$ cat config.mk
export PLATFORM = sky130hd
export DESIGN_NAME = fetch_controller
export DESIGN_NICKNAME = d
export VERILOG_FILES = /design/src/rtl/fetch_controller_pkg.sv /design/src/rtl/fetch_controller_buffer.sv /design/src/rtl/fetch_controller.sv
export SDC_FILE = /design/constraint.sdc
export NUM_CORES = 1
export LEC_CHECK = 0
export BUFFER_PORTS_ARGS = -buffer_cell sky130_fd_sc_hd__buf_2
export CELL_PAD_IN_SITES_DETAIL_PLACEMENT = 1
export CELL_PAD_IN_SITES_GLOBAL_PLACEMENT = 1
export CORE_UTILIZATION = 49
export CTS_CLUSTER_SIZE = 30
export DETAILED_ROUTE_END_ITERATION = 16
export GPL_TIMING_DRIVEN = 0
export PLACE_DENSITY_LB_ADDON = 0.08
export SETUP_SLACK_MARGIN = 0.15
export SYNTH_ARGS = -nofsm -noshare
export SYNTH_HDL_FRONTEND = slang
export SYNTH_SLANG_ARGS = --single-unit
$ cat constraint.sdc
create_clock -name clk_i -period 6.44 [get_ports clk_i]
set_input_delay 0.644 -clock clk_i [delete_from_list [all_inputs] [get_ports clk_i]]
set_output_delay 0.644 -clock clk_i [all_outputs]
set_load 0.05 [all_outputs]
$ cat src/rtl/fetch_controller_pkg.sv
// Shared fetch-stage definitions: default widths, halt encoding and the fetch FSM state type.
package fetch_controller_pkg;
   localparam int unsigned FC_PC_W    = 8;
   localparam int unsigned FC_INSTR_W = 32;
   localparam int unsigned FC_PC_STEP = 4;
   localparam logic [31:0] FC_HALT_INSTR = 32'hFFFF_FFFF;

   typedef enum logic [1:0] {
      FS_IDLE = 2'd0,
      FS_RUN  = 2'd1,
      FS_HALT = 2'd2
   } fetch_state_e;
endpackage

$ cat src/rtl/fetch_controller_buffer.sv
// Two-entry {pc, instr} FIFO between instruction memory and decode; flush wins over push/pop.
module fetch_controller_buffer #(
   parameter int unsigned PC_W    = 8,
   parameter int unsigned INSTR_W = 32
) (
   input  logic               clk_i,
   input  logic               rst_ni,
   input  logic               push_i,
   input  logic [PC_W-1:0]    push_pc_i,
   input  logic [INSTR_W-1:0] push_instr_i,
   input  logic               pop_i,
   input  logic               flush_i,
   output logic [PC_W-1:0]    head_pc_o,
   output logic [INSTR_W-1:0] head_instr_o,
   output logic [1:0]         count_o,
   output logic               empty_o
);
   logic [PC_W-1:0]    pc_q    [2];
   logic [INSTR_W-1:0] instr_q [2];
   logic               wr_ptr_q, wr_ptr_d;
   logic               rd_ptr_q, rd_ptr_d;
   logic [1:0]         count_q, count_d;

   always_comb begin
      wr_ptr_d = wr_ptr_q;
      rd_ptr_d = rd_ptr_q;
      count_d  = count_q;
      if (flush_i) begin
         wr_ptr_d = 1'b0;
         rd_ptr_d = 1'b0;
         count_d  = 2'd0;
      end else begin
         if (push_i) wr_ptr_d = ~wr_ptr_q;
         if (pop_i)  rd_ptr_d = ~rd_ptr_q;
         count_d = count_q + {1'b0, push_i} - {1'b0, pop_i};
      end
   end

   always_ff @(posedge clk_i or negedge rst_ni) begin
      if (!rst_ni) begin
         pc_q[0]    <= '0;
         pc_q[1]    <= '0;
         instr_q[0] <= '0;
         instr_q[1] <= '0;
         wr_ptr_q   <= 1'b0;
         rd_ptr_q   <= 1'b0;
         count_q    <= 2'd0;
      end else begin
         if (push_i && !flush_i) begin
            pc_q[wr_ptr_q]    <= push_pc_i;
            instr_q[wr_ptr_q] <= push_instr_i;
         end
         wr_ptr_q <= wr_ptr_d;
         rd_ptr_q <= rd_ptr_d;
         count_q  <= count_d;
      end
   end

   assign head_pc_o    = pc_q[rd_ptr_q];
   assign head_instr_o = instr_q[rd_ptr_q];
   assign count_o      = count_q;
   assign empty_o      = (count_q == 2'd0);
endmodule

$ cat src/rtl/fetch_controller.sv
// Fetch stage: PC generation, single in-flight read tracking, redirect/halt handling,
// and a two-entry return buffer presented to decode over valid/ready.
module fetch_controller
   import fetch_controller_pkg::*;
#(
   parameter int unsigned        PC_W       = FC_PC_W,
   parameter int unsigned        INSTR_W    = FC_INSTR_W,
   parameter logic [PC_W-1:0]    RESET_PC   = '0,
   parameter logic [PC_W-1:0]    PC_STEP    = PC_W'(FC_PC_STEP),
   parameter logic [INSTR_W-1:0] HALT_INSTR = INSTR_W'(FC_HALT_INSTR)
) (
   input  logic               clk_i,
   input  logic               rst_ni,
   input  logic               start_i,
   output logic [PC_W-1:0]    imem_pc_o,
   input  logic [INSTR_W-1:0] imem_instr_i,
   input  logic               redirect_valid_i,
   input  logic [PC_W-1:0]    redirect_pc_i,
   output logic               if_valid_o,
   input  logic               if_ready_i,
   output logic [INSTR_W-1:0] if_instr_o,
   output logic [PC_W-1:0]    if_pc_o,
   output logic               halted_o
);
   fetch_state_e    state_q, state_d;
   logic [PC_W-1:0] pc_q, pc_d;
   logic            inflight_q, inflight_d;
   logic [PC_W-1:0] inflight_pc_q, inflight_pc_d;

   logic       xfer, halt_xfer, flush, issue, push, empty;
   logic [1:0] count, occ;

   always_ff @(posedge clk_i or negedge rst_ni) begin
      if (!rst_ni) state_q <= FS_IDLE;
      else         state_q <= state_d;
   end

   always_comb begin
      state_d = state_q;
      unique case (state_q)
         FS_IDLE: if (start_i) state_d = FS_RUN;
         FS_RUN:  if (!redirect_valid_i && halt_xfer) state_d = FS_HALT;
         FS_HALT: if (redirect_valid_i) state_d = FS_RUN;
         default: state_d = FS_IDLE;
      endcase
   end

   // A read may issue while occupancy stays <= 2 after this edge; redirect and halt suppress it.
   always_comb begin
      xfer      = !empty && if_ready_i;
      halt_xfer = (state_q == FS_RUN) && xfer && (if_instr_o == HALT_INSTR);
      flush     = ((state_q != FS_IDLE) && redirect_valid_i) || halt_xfer;
      occ       = count + {1'b0, inflight_q};
      issue     = (state_q == FS_RUN) && !redirect_valid_i && !halt_xfer &&
                  ((occ < 2'd2) || ((occ == 2'd2) && xfer));
      push      = inflight_q && !flush;
      halted_o  = (state_q == FS_HALT);
   end

   always_comb begin
      pc_d = pc_q;
      if (state_q == FS_IDLE) begin
         if (start_i) pc_d = RESET_PC;
      end else if (redirect_valid_i) begin
         pc_d = redirect_pc_i;
      end else if (issue) begin
         pc_d = pc_q + PC_STEP;
      end
      inflight_d    = issue;
      inflight_pc_d = issue ? pc_q : inflight_pc_q;
   end

   always_ff @(posedge clk_i or negedge rst_ni) begin
      if (!rst_ni) begin
         pc_q          <= RESET_PC;
         inflight_q    <= 1'b0;
         inflight_pc_q <= '0;
      end else begin
         pc_q          <= pc_d;
         inflight_q    <= inflight_d;
         inflight_pc_q <= inflight_pc_d;
      end
   end

   fetch_controller_buffer #(
      .PC_W    (PC_W),
      .INSTR_W (INSTR_W)
   ) u_buffer (
      .clk_i        (clk_i),
      .rst_ni       (rst_ni),
      .push_i       (push),
      .push_pc_i    (inflight_pc_q),
      .push_instr_i (imem_instr_i),
      .pop_i        (xfer),
      .flush_i      (flush),
      .head_pc_o    (if_pc_o),
      .head_instr_o (if_instr_o),
      .count_o      (count),
      .empty_o      (empty)
   );

   assign imem_pc_o  = pc_q;
   assign if_valid_o = !empty;
endmodule
==> out/results.md, run 1 <==
| Quantity | Value |
| --- | --- |
| DIE AREA | 10600 um^2 |
| Placement row count | 36 |
| Synth cell types | 41 |
| Async set-or-reset flop fraction in the synthesized netlist | 1.00 |
| Via density per instance | 5.47 |
| First-pass GRT wire length | 18600 um |
| Maximum buffer depth of the clock tree | 2 |
| Count of unresolved DRC violations after routing | 0 |
| Port Buffer Count | 94 |
| EDFF count, synth | 0 |
| Cts repair resizes | 0 |
| Setup TNS | 0 ns |
| Area inside the core boundary | 9860 um^2 |
| Vertical extent of the die | 103 um |
| CTS clk-pin slew, worst paths | 0.09 ns |
| Effective utilization at floorplan | 0.508 |
| Number of synthesized register bits | 103 |
| Period Utilization, post-route | 0.549 |
| Final number of setup-violating endpoints | 0 |
| Insertion delay of the later-clocked pin in the worst-skew pair | 0.38 ns |
| Clock sink count | 103 |
| Count of antenna-violating nets left after detailed routing | 0 |
| Transition time at the pin with the least slew margin | 0.841 ns |
| Fraction of layout cells with a size suffix above 1 | 0.501 |
| GPL Wtd Cong | 0.753 |
| Proportion of power drawn by combinational gates | 0.531 |
| Floorplan die width | 103 um |
| Power density of the placed cells | 583 nW/um^2 |
| Setup WS pre-CTS | 3.28 ns |
| Max stage delay on crit path | 0.62 ns |
| Final Hold Vio Count | 0 |
| Leading cell type in the layout, fill and taps excluded | sky130_fd_sc_hd__dfrtp_1 |
| Cells after synthesis | 358 |
| Initial antenna violation count | 0 |
| Data required time at the worst endpoint | 5.80 ns |
| Crit Path Max Fanout | 10 |
| Dominant register cell in the synthesized netlist | sky130_fd_sc_hd__dfrtp_1 |
| Top-area cell type share of the netlist area | 0.514 |
| Final Instance Area | 5880 um^2 |
| Setup fix buffers added after clock tree synthesis | 0 |
| Cells traversed along the worst timing path | buf_6 > buf_6 > clkbuf_1 > clkbuf_1 > mux2_2 > buf_2 |
| Area taken by multi-input logic gates | 2240 um^2 |
| Drt initial violations | 69 |
| Library cell occupying the most area in the post-synthesis netlist | sky130_fd_sc_hd__dfrtp_1 |
| Sort of element at the end of the critical path | output pin |
| Post-Place Cell Area | 5680 um^2 |
| Number of maximum-capacitance violations | 0 |
| Net switching share of the total power | 0.460 |
| Peak supply drop | 0.000291 V |
| Maximum operating frequency | 283 MHz |
| Synthesis-to-layout area growth | 17.3% |
| Worst hold path type | in2async |
| Maximum number of pins on one net before global-route repair | 59 |
| Int Power | 0.00185 W |
| Result of the run | complete, no violations |
| Syn_nets | 407 |
| DR vias | 3292 |
| Startpoint Class | flip-flop |
| Total of hold buffers inserted after clock tree synthesis | 0 |
| Flop pwr share | 0.350 |
| Non-Filler Instances | 602 |
| Worst hold slack across all endpoints | 0.285 ns |
| Post-layout worst setup margin | 2.90 ns |
| Critical path's slowest cell | sky130_fd_sc_hd__clkbuf_1 |
| Worst path bufs/invs | 5 |
| Post-DR wirelength/cell | 19.6 um |
| Root buffer cell | sky130_fd_sc_hd__clkbuf_8 |
| Pins over their slew limit | 0 |
| Switching pwr | 0.00158 W |
| Cell types with the largest area share after synthesis | sky130_fd_sc_hd__dfrtp_1, sky130_fd_sc_hd__mux2_2, sky130_fd_sc_hd__mux2_4 |
| Count of TritonRoute iterations in the first routing pass | 4 |
| Reported leakage power | 2.82 nW |
| Boundary pin count | 95 |
| Vias in the first global route | 3419 |
| H-tree Lvls | 3 |
| Total congestion overflow after global routing | 0 |
| Detailed Place HPWL | 8510 um |
| Storage cell area | 2580 um^2 |
| Number of buffers added by the clock tree synthesis step | 9 |
| DRT Wirelength | 11800 um |
| Unrepaired setup endpoints after global routing | no |
| Synthesized area divided by synthesized cell count | 14.0 um^2 |
| Top Family by Delay on Critical Path | buffers and inverters |
| Time the final worst path needs with I/O delays and setup | 3.54 ns |
| Clock tree from TritonCTS | built |
| Antenna diode count | 0 |
| Clock network fraction of design power | 0.120 |
| Max transition margin | 0.439 |
| Global-route usage over all layers | 0.241 |
| Portion of the post-synthesis area used by sequential elements | 0.514 |
| Number of nets in the finished design | 513 |
| Category of the most critical setup path | reg2out |
| Synthesis warning total | 0 |
| Placed instance count | 586 |
| CP arrival | 2.89 ns |
| Leading cell types in the layout, fill and taps excluded | sky130_fd_sc_hd__dfrtp_1, sky130_fd_sc_hd__buf_2, sky130_fd_sc_hd__mux2_2 |
| Clock skew | 0.0114 ns |
| Cell Area, Synth | 5010 um^2 |
| Fillers | 1011 |
## registers in the layout, summed over array words and instances (netlist names)
signal             count
u_buffer.rd_ptr_q      1
inflight_q             1
u_buffer.instr_q      64
inflight_pc_q          8
u_buffer.wr_ptr_q      1
u_buffer.pc_q         16
u_buffer.count_o       2
state_q                2
imem_pc_o              8
## Yosys cell counts, types with 2 or more instances
cell type                    n
sky130_fd_sc_hd__nor2_1     14
sky130_fd_sc_hd__a21oi_1     6
sky130_fd_sc_hd__o32ai_1     5
sky130_fd_sc_hd__a21o_1      7
sky130_fd_sc_hd__inv_1       6
sky130_fd_sc_hd__mux2_1     13
sky130_fd_sc_hd__nand4_1     8
sky130_fd_sc_hd__ha_1        4
sky130_fd_sc_hd__a22o_1      2
sky130_fd_sc_hd__buf_12      4
sky130_fd_sc_hd__buf_4       4
sky130_fd_sc_hd__nand3_1     9
sky130_fd_sc_hd__and3_1      7
sky130_fd_sc_hd__nor2_2      2
sky130_fd_sc_hd__clkbuf_1    5
sky130_fd_sc_hd__a31oi_1     2
sky130_fd_sc_hd__mux2_2     68
sky130_fd_sc_hd__nand2_1    10
sky130_fd_sc_hd__mux2_4     40
sky130_fd_sc_hd__nor3_1      2
sky130_fd_sc_hd__xnor2_1     4
sky130_fd_sc_hd__nor2b_1     7
sky130_fd_sc_hd__dfrtp_1   103
sky130_fd_sc_hd__xor2_1      5
sky130_fd_sc_hd__a22oi_1     2
sky130_fd_sc_hd__buf_6       4
## path summary, 6_finish.rpt
path	slack, ns	cells past startpoint	from	to
worst min-delay path	0.28	1	rst_ni	u_buffer.pc_q[9]$_DFFE_PN0P_
min in group clk_i	0.49	2	redirect_pc_i[2]	imem_pc_o[2]$_DFFE_PN0P_
worst max register to register	3.71	8	u_buffer.rd_ptr_q$_DFFE_PN0P_	u_buffer.instr_q[22]$_DFFE_PN0P_
worst min register to register	0.50	1	u_buffer.pc_q[3]$_DFFE_PN0P_	u_buffer.pc_q[3]$_DFFE_PN0P_
max in group asynchronous	5.46	2	rst_ni	u_buffer.instr_q[22]$_DFFE_PN0P_
worst max-delay path	2.90	6	u_buffer.rd_ptr_q$_DFFE_PN0P_	if_instr_o[19]
## metrics by stage
step	power [W]	utilization
2_1_floorplan	0.00260	-
3_3_place_gp	0.00296	0.573
3_5_place_dp	0.00303	0.576
4_1_cts	0.00345	0.596
5_1_grt	0.00362	0.596
6_report	0.00343	0.596
## logic make-up after synthesis
kind of cell	share of synthesized area
muxes	0.304
DFF	0.514
and+or+nand+nor	0.0744
AOI/OAI and AO/OA	0.0424
buffers and inverters	0.0392
xor gates and xnor gates	0.0157
adders and majority gates	0.00999
## power groups by stage
stage / Clock [W] / Sequential [W] / Combinational (W)
floorplan: 0 / 0.00116 / 0.00144
global placement: 0 / 0.00117 / 0.00179
detailed placement: 0 / 0.00120 / 0.00183
CTS: 0.000422 / 0.00119 / 0.00184
global route: 0.000446 / 0.00123 / 0.00194
finish: 0.000410 / 0.00120 / 0.00182
## routing by layer
layer  up-vias  wire length, um  track usage
li1       1508                -            -
met1      1700             5360        0.328
met2        71             5900        0.396
met3        13              366       0.0332
met4         0              168       0.0867
met5         -                0            0
## layout make-up
type,count,area share
Buffer,17,0.0296
Clock buffer,11,0.0241
Timing Repair Buffer,95,0.0852
Tap cell,133,0.0283
Multi-Input combinational cell,232,0.381
Inverter,6,0.00383
Clock inverter,5,0.00979
Sequential cell,103,0.439
Power figures use the tool's default switching activity.
==> run 2, diff against run 1 <==
- ABC_AREA: not set -> 1
- CORE_UTILIZATION: 49 -> 40
- clock period: 6.44 -> 3.3 ns (I/O delays scaled with it)
==> run 2 against run 1 <==
  * Synthesized area fell by 1.3%
  * Via count grew 34%
  * Power increased by 88%
  * Sequential power up 83%
==> out/results.md, run 2 <==
| Quantity | Value | Change |
| --- | --- | --- |
| Storage cell area | 2580 um^2 | unchanged |
| Sort of element at the end of the critical path | flip-flop |  |
| Root buffer cell | sky130_fd_sc_hd__clkbuf_16 |  |
| Maximum buffer depth of the clock tree | 2 | unchanged |
| Switching pwr | 0.00319 W | +100% |
| Top cell types by occurrence after synthesis | sky130_fd_sc_hd__nand2_1, sky130_fd_sc_hd__dfrtp_1, sky130_fd_sc_hd__inv_1 |  |
| Boundary pin count | 95 | unchanged |
| Setup WS pre-CTS | 0.946 ns | -2.33 ns |
| Result of the run | complete, no violations |  |
| DR vias | 4420 | +34% |
| Number of nets in the finished design | 801 | +56% |
| Net switching share of the total power | 0.496 | +0.0361 |
| Effective utilization at floorplan | 0.412 | -0.0964 |
| DIE AREA | 12800 um^2 | +20% |
| Crit Path Max Fanout | 10 | unchanged |
| Synthesis warning total | 0 | unchanged |
| Post-DR wirelength/cell | 15.5 um | -21% |
| Synthesis-to-layout area growth | 19.5% |  |
| R2R depth | 15 | +7 |
| Global-route usage over all layers | 0.239 | -0.00212 |
| Pins over their slew limit | 0 | unchanged |
| Via density per instance | 4.91 | -10% |
| Leading cell types in the layout, fill and taps excluded | sky130_fd_sc_hd__nand2_1, sky130_fd_sc_hd__dfrtp_1, sky130_fd_sc_hd__buf_2 |  |
| Category of the most critical setup path | reg2reg |  |
| Register containing the most flip-flops in the final layout | u_buffer.instr_q |  |
| Floorplan die width | 113 um | +9.7% |
| Post-layout power | 0.00644 W | +88% |
| Leading registers by flop count | u_buffer.instr_q x64, u_buffer.pc_q x16 |  |
| Fillers | 1561 | +54% |
| Synth cell types | 26 | -37% |
| Drt initial violations | 179 | +160% |
| Async set-or-reset flop fraction in the synthesized netlist | 1.00 | unchanged |
| Proportion of power drawn by combinational gates | 0.501 | -0.030 |
| Fraction of layout cells with a size suffix above 1 | 0.194 | -0.307 |
| Clock sink count | 103 | unchanged |
| Unrepaired setup endpoints after global routing | no |  |
| Number of buffers added by the clock tree synthesis step | 9 | unchanged |
| Cts repair resizes | 0 | unchanged |
| Peak supply drop | 0.000586 V | +100% |
| Clock skew | 0.00592 ns | -0.00545 ns |
| Antenna diode count | 0 | unchanged |
| Reported leakage power | 3.39 nW | +20% |
| Total of hold buffers inserted after clock tree synthesis | 1 | +1 |
| GPL Wtd Cong | 0.739 | -1.9% |
| Cell types with the largest area share after synthesis | sky130_fd_sc_hd__dfrtp_1, sky130_fd_sc_hd__nand2_1, sky130_fd_sc_hd__buf_6 |  |
| Area taken by multi-input logic gates | 2010 um^2 | -10% |
| Cell with the most instances after synthesis | sky130_fd_sc_hd__nand2_1 |  |
| Initial antenna violation count | 0 | unchanged |
| Hold depth | 3 |  |
| Placed instance count | 887 | +51% |
| Final Instance Area | 5910 um^2 | +0.55% |
| Int Power | 0.00324 W | +75% |
| Vias in the first global route | 4668 | +37% |
| Maximum operating frequency | 431 MHz |  |
| Portion of the post-synthesis area used by sequential elements | 0.521 | +0.00703 |
| Count of TritonRoute iterations in the first routing pass | 4 | unchanged |
| Time the final worst path needs with I/O delays and setup | 2.32 ns |  |
| Clock tree from TritonCTS | built |  |
| Worst hold path type | in2reg |  |
| EDFF count, synth | 0 | unchanged |
| Library cell occupying the most area in the post-synthesis netlist | sky130_fd_sc_hd__dfrtp_1 |  |
| First-pass GRT wire length | 23400 um | +26% |
| Area inside the core boundary | 12000 um^2 | +22% |
| Clock network fraction of design power | 0.158 | +0.038 |
| Period Utilization, post-route | 0.703 |  |
| Placement row count | 40 | +11% |
| Final Hold Vio Count | 0 | unchanged |
| Startpoint Class | flip-flop |  |
| Syn_nets | 694 | +71% |
| Transition time at the pin with the least slew margin | 0.538 ns | -0.303 ns |
| Maximum number of pins on one net before global-route repair | 67 | +14% |
| Leading cell type in the layout, fill and taps excluded | sky130_fd_sc_hd__nand2_1 |  |
| Synthesized area divided by synthesized cell count | 7.66 um^2 | -45% |
| Cells after synthesis | 645 | +80% |
| DRT Wirelength | 13900 um | +18% |
| Dominant register cell in the synthesized netlist | sky130_fd_sc_hd__dfrtp_1 |  |
| Final number of setup-violating endpoints | 0 | unchanged |
| Total congestion overflow after global routing | 0 | unchanged |
| Top-area cell type share of the netlist area | 0.521 | +0.00703 |
| Number of maximum-capacitance violations | 0 | unchanged |
| Detailed Place HPWL | 10100 um | +19% |
| Power density of the placed cells | 1090 nW/um^2 | +87% |
| Flop pwr share | 0.341 | -0.009 |
| Post-Place Cell Area | 5630 um^2 | -0.88% |
| Max transition margin | 0.641 | +0.202 |
| Count of unresolved DRC violations after routing | 0 | unchanged |
| Insertion delay of the later-clocked pin in the worst-skew pair | 0.35 ns | -0.03 ns |
| Vertical extent of the die | 113 um | +9.7% |
| Setup fix buffers added after clock tree synthesis | 0 | unchanged |
| Count of antenna-violating nets left after detailed routing | 0 | unchanged |
| CP arrival | 2.56 ns | -0.33 ns |
| Setup TNS | 0 ns | unchanged |
| H-tree Lvls | 3 | unchanged |
| Data required time at the worst endpoint | 3.54 ns | -2.26 ns |
| Non-Filler Instances | 901 | +50% |
| CTS clk-pin slew, worst paths | 0.07 ns | -0.02 ns |
| Number of synthesized register bits | 103 | unchanged |
| Flip-flop count of the largest register, all copies and words added | 64 | unchanged |
| Port Buffer Count | 94 | unchanged |
| Cell Area, Synth | 4940 um^2 | -1.3% |
| Post-layout worst setup margin | 0.979 ns | -1.92 ns |
## run 2: changes by cell type after synthesis, moves of 8 or more
cell / before / now
sky130_fd_sc_hd__inv_1: 6 / 31
sky130_fd_sc_hd__nor2_1: 14 / 25
sky130_fd_sc_hd__nand2_1: 10 / 404
sky130_fd_sc_hd__mux2_4: 40 / 0
sky130_fd_sc_hd__mux2_1: 13 / 0
sky130_fd_sc_hd__buf_6: 4 / 12
sky130_fd_sc_hd__mux2_2: 68 / 0
sky130_fd_sc_hd__o21ai_0: 1 / 18
## run 2: logic make-up (layout without fill, tap and decap cells)
| logic type | Yosys count | after routing | share of synthesized area |
|---|---|---|---|
| AOI/OAI and AO/OA | 27 | 27 | 0.0273 |
| xor gates and xnor gates | 4 | 4 | 0.00709 |
| adders and majority gates | 4 | 4 | 0.0101 |
| buffers and inverters | 57 | 166 | 0.0719 |
| DFF | 103 | 103 | 0.521 |
| and+or+nand+nor | 450 | 450 | 0.362 |
## run 2: per-stage QoR
stage           util  hold WS (ns)
5_1_grt        0.492         0.188
2_1_floorplan      -        0.0344
6_report       0.492         0.190
3_3_place_gp   0.466         0.455
4_1_cts        0.492         0.179
3_5_place_dp   0.469         0.346
## run 2: critical path, stage by stage, from the launching register on
cell                      delay (ns)
sky130_fd_sc_hd__dfrtp_1        0.38
sky130_fd_sc_hd__buf_6          0.15
sky130_fd_sc_hd__inv_6          0.10
sky130_fd_sc_hd__buf_6          0.17
sky130_fd_sc_hd__nand2_1        0.06
sky130_fd_sc_hd__nand2_1        0.08
sky130_fd_sc_hd__nand2_1        0.06
sky130_fd_sc_hd__nor2_1         0.13
sky130_fd_sc_hd__nand2_1        0.09
sky130_fd_sc_hd__nor2_2         0.19
sky130_fd_sc_hd__nand3_4        0.16
sky130_fd_sc_hd__nand3_4        0.13
sky130_fd_sc_hd__inv_1          0.06
sky130_fd_sc_hd__ha_1           0.19
sky130_fd_sc_hd__xor2_1         0.18
sky130_fd_sc_hd__nor2_1         0.07
## run 2: power groups by stage
| stage | clock network, W | logic, W | registers [W] |
|---|---|---|---|
| floorplan | 0 | 0.00237 | 0.00221 |
| global placement | 0 | 0.00317 | 0.00218 |
| detailed placement | 0 | 0.00326 | 0.00221 |
| CTS | 0.00105 | 0.00328 | 0.00219 |
| global route | 0.00109 | 0.00355 | 0.00227 |
| finish | 0.00102 | 0.00322 | 0.00220 |
## run 2: final timing paths
check	start	to	slack (ns)
worst max-delay path	u_buffer.rd_ptr_q$_DFFE_PN0P_	u_buffer.count_o[1]$_DFF_PN0_	0.98
worst min-delay path	imem_instr_i[15]	u_buffer.instr_q[15]$_DFFE_PN0P_	0.19
worst max register to register	u_buffer.rd_ptr_q$_DFFE_PN0P_	u_buffer.count_o[1]$_DFF_PN0_	0.98
worst min register to register	u_buffer.pc_q[10]$_DFFE_PN0P_	u_buffer.pc_q[10]$_DFFE_PN0P_	0.48
max in group asynchronous	rst_ni	u_buffer.pc_q[13]$_DFFE_PN0P_	2.08
min in group asynchronous	rst_ni	u_buffer.instr_q[43]$_DFFE_PN0P_	0.50
## run 2: layer usage
metal,global-route usage,wire length [um],share of wire,vias to the layer above
met4,0.0658,220,0.016,0
met1,0.285,6000,0.43,2171
met2,0.436,7220,0.52,74
met3,0.0503,496,0.036,14
li1,-,-,-,2161
met5,0,0,0,-
## run 2: cell type report
type | count | share of cell area
Clock inverter | 1 | 0.000847
Buffer | 25 | 0.0390
Inverter | 32 | 0.0212
Timing Repair Buffer | 96 | 0.0864
Multi-Input combinational cell | 485 | 0.340
Tap cell | 147 | 0.0311
Clock buffer | 12 | 0.0451
Sequential cell | 103 | 0.436
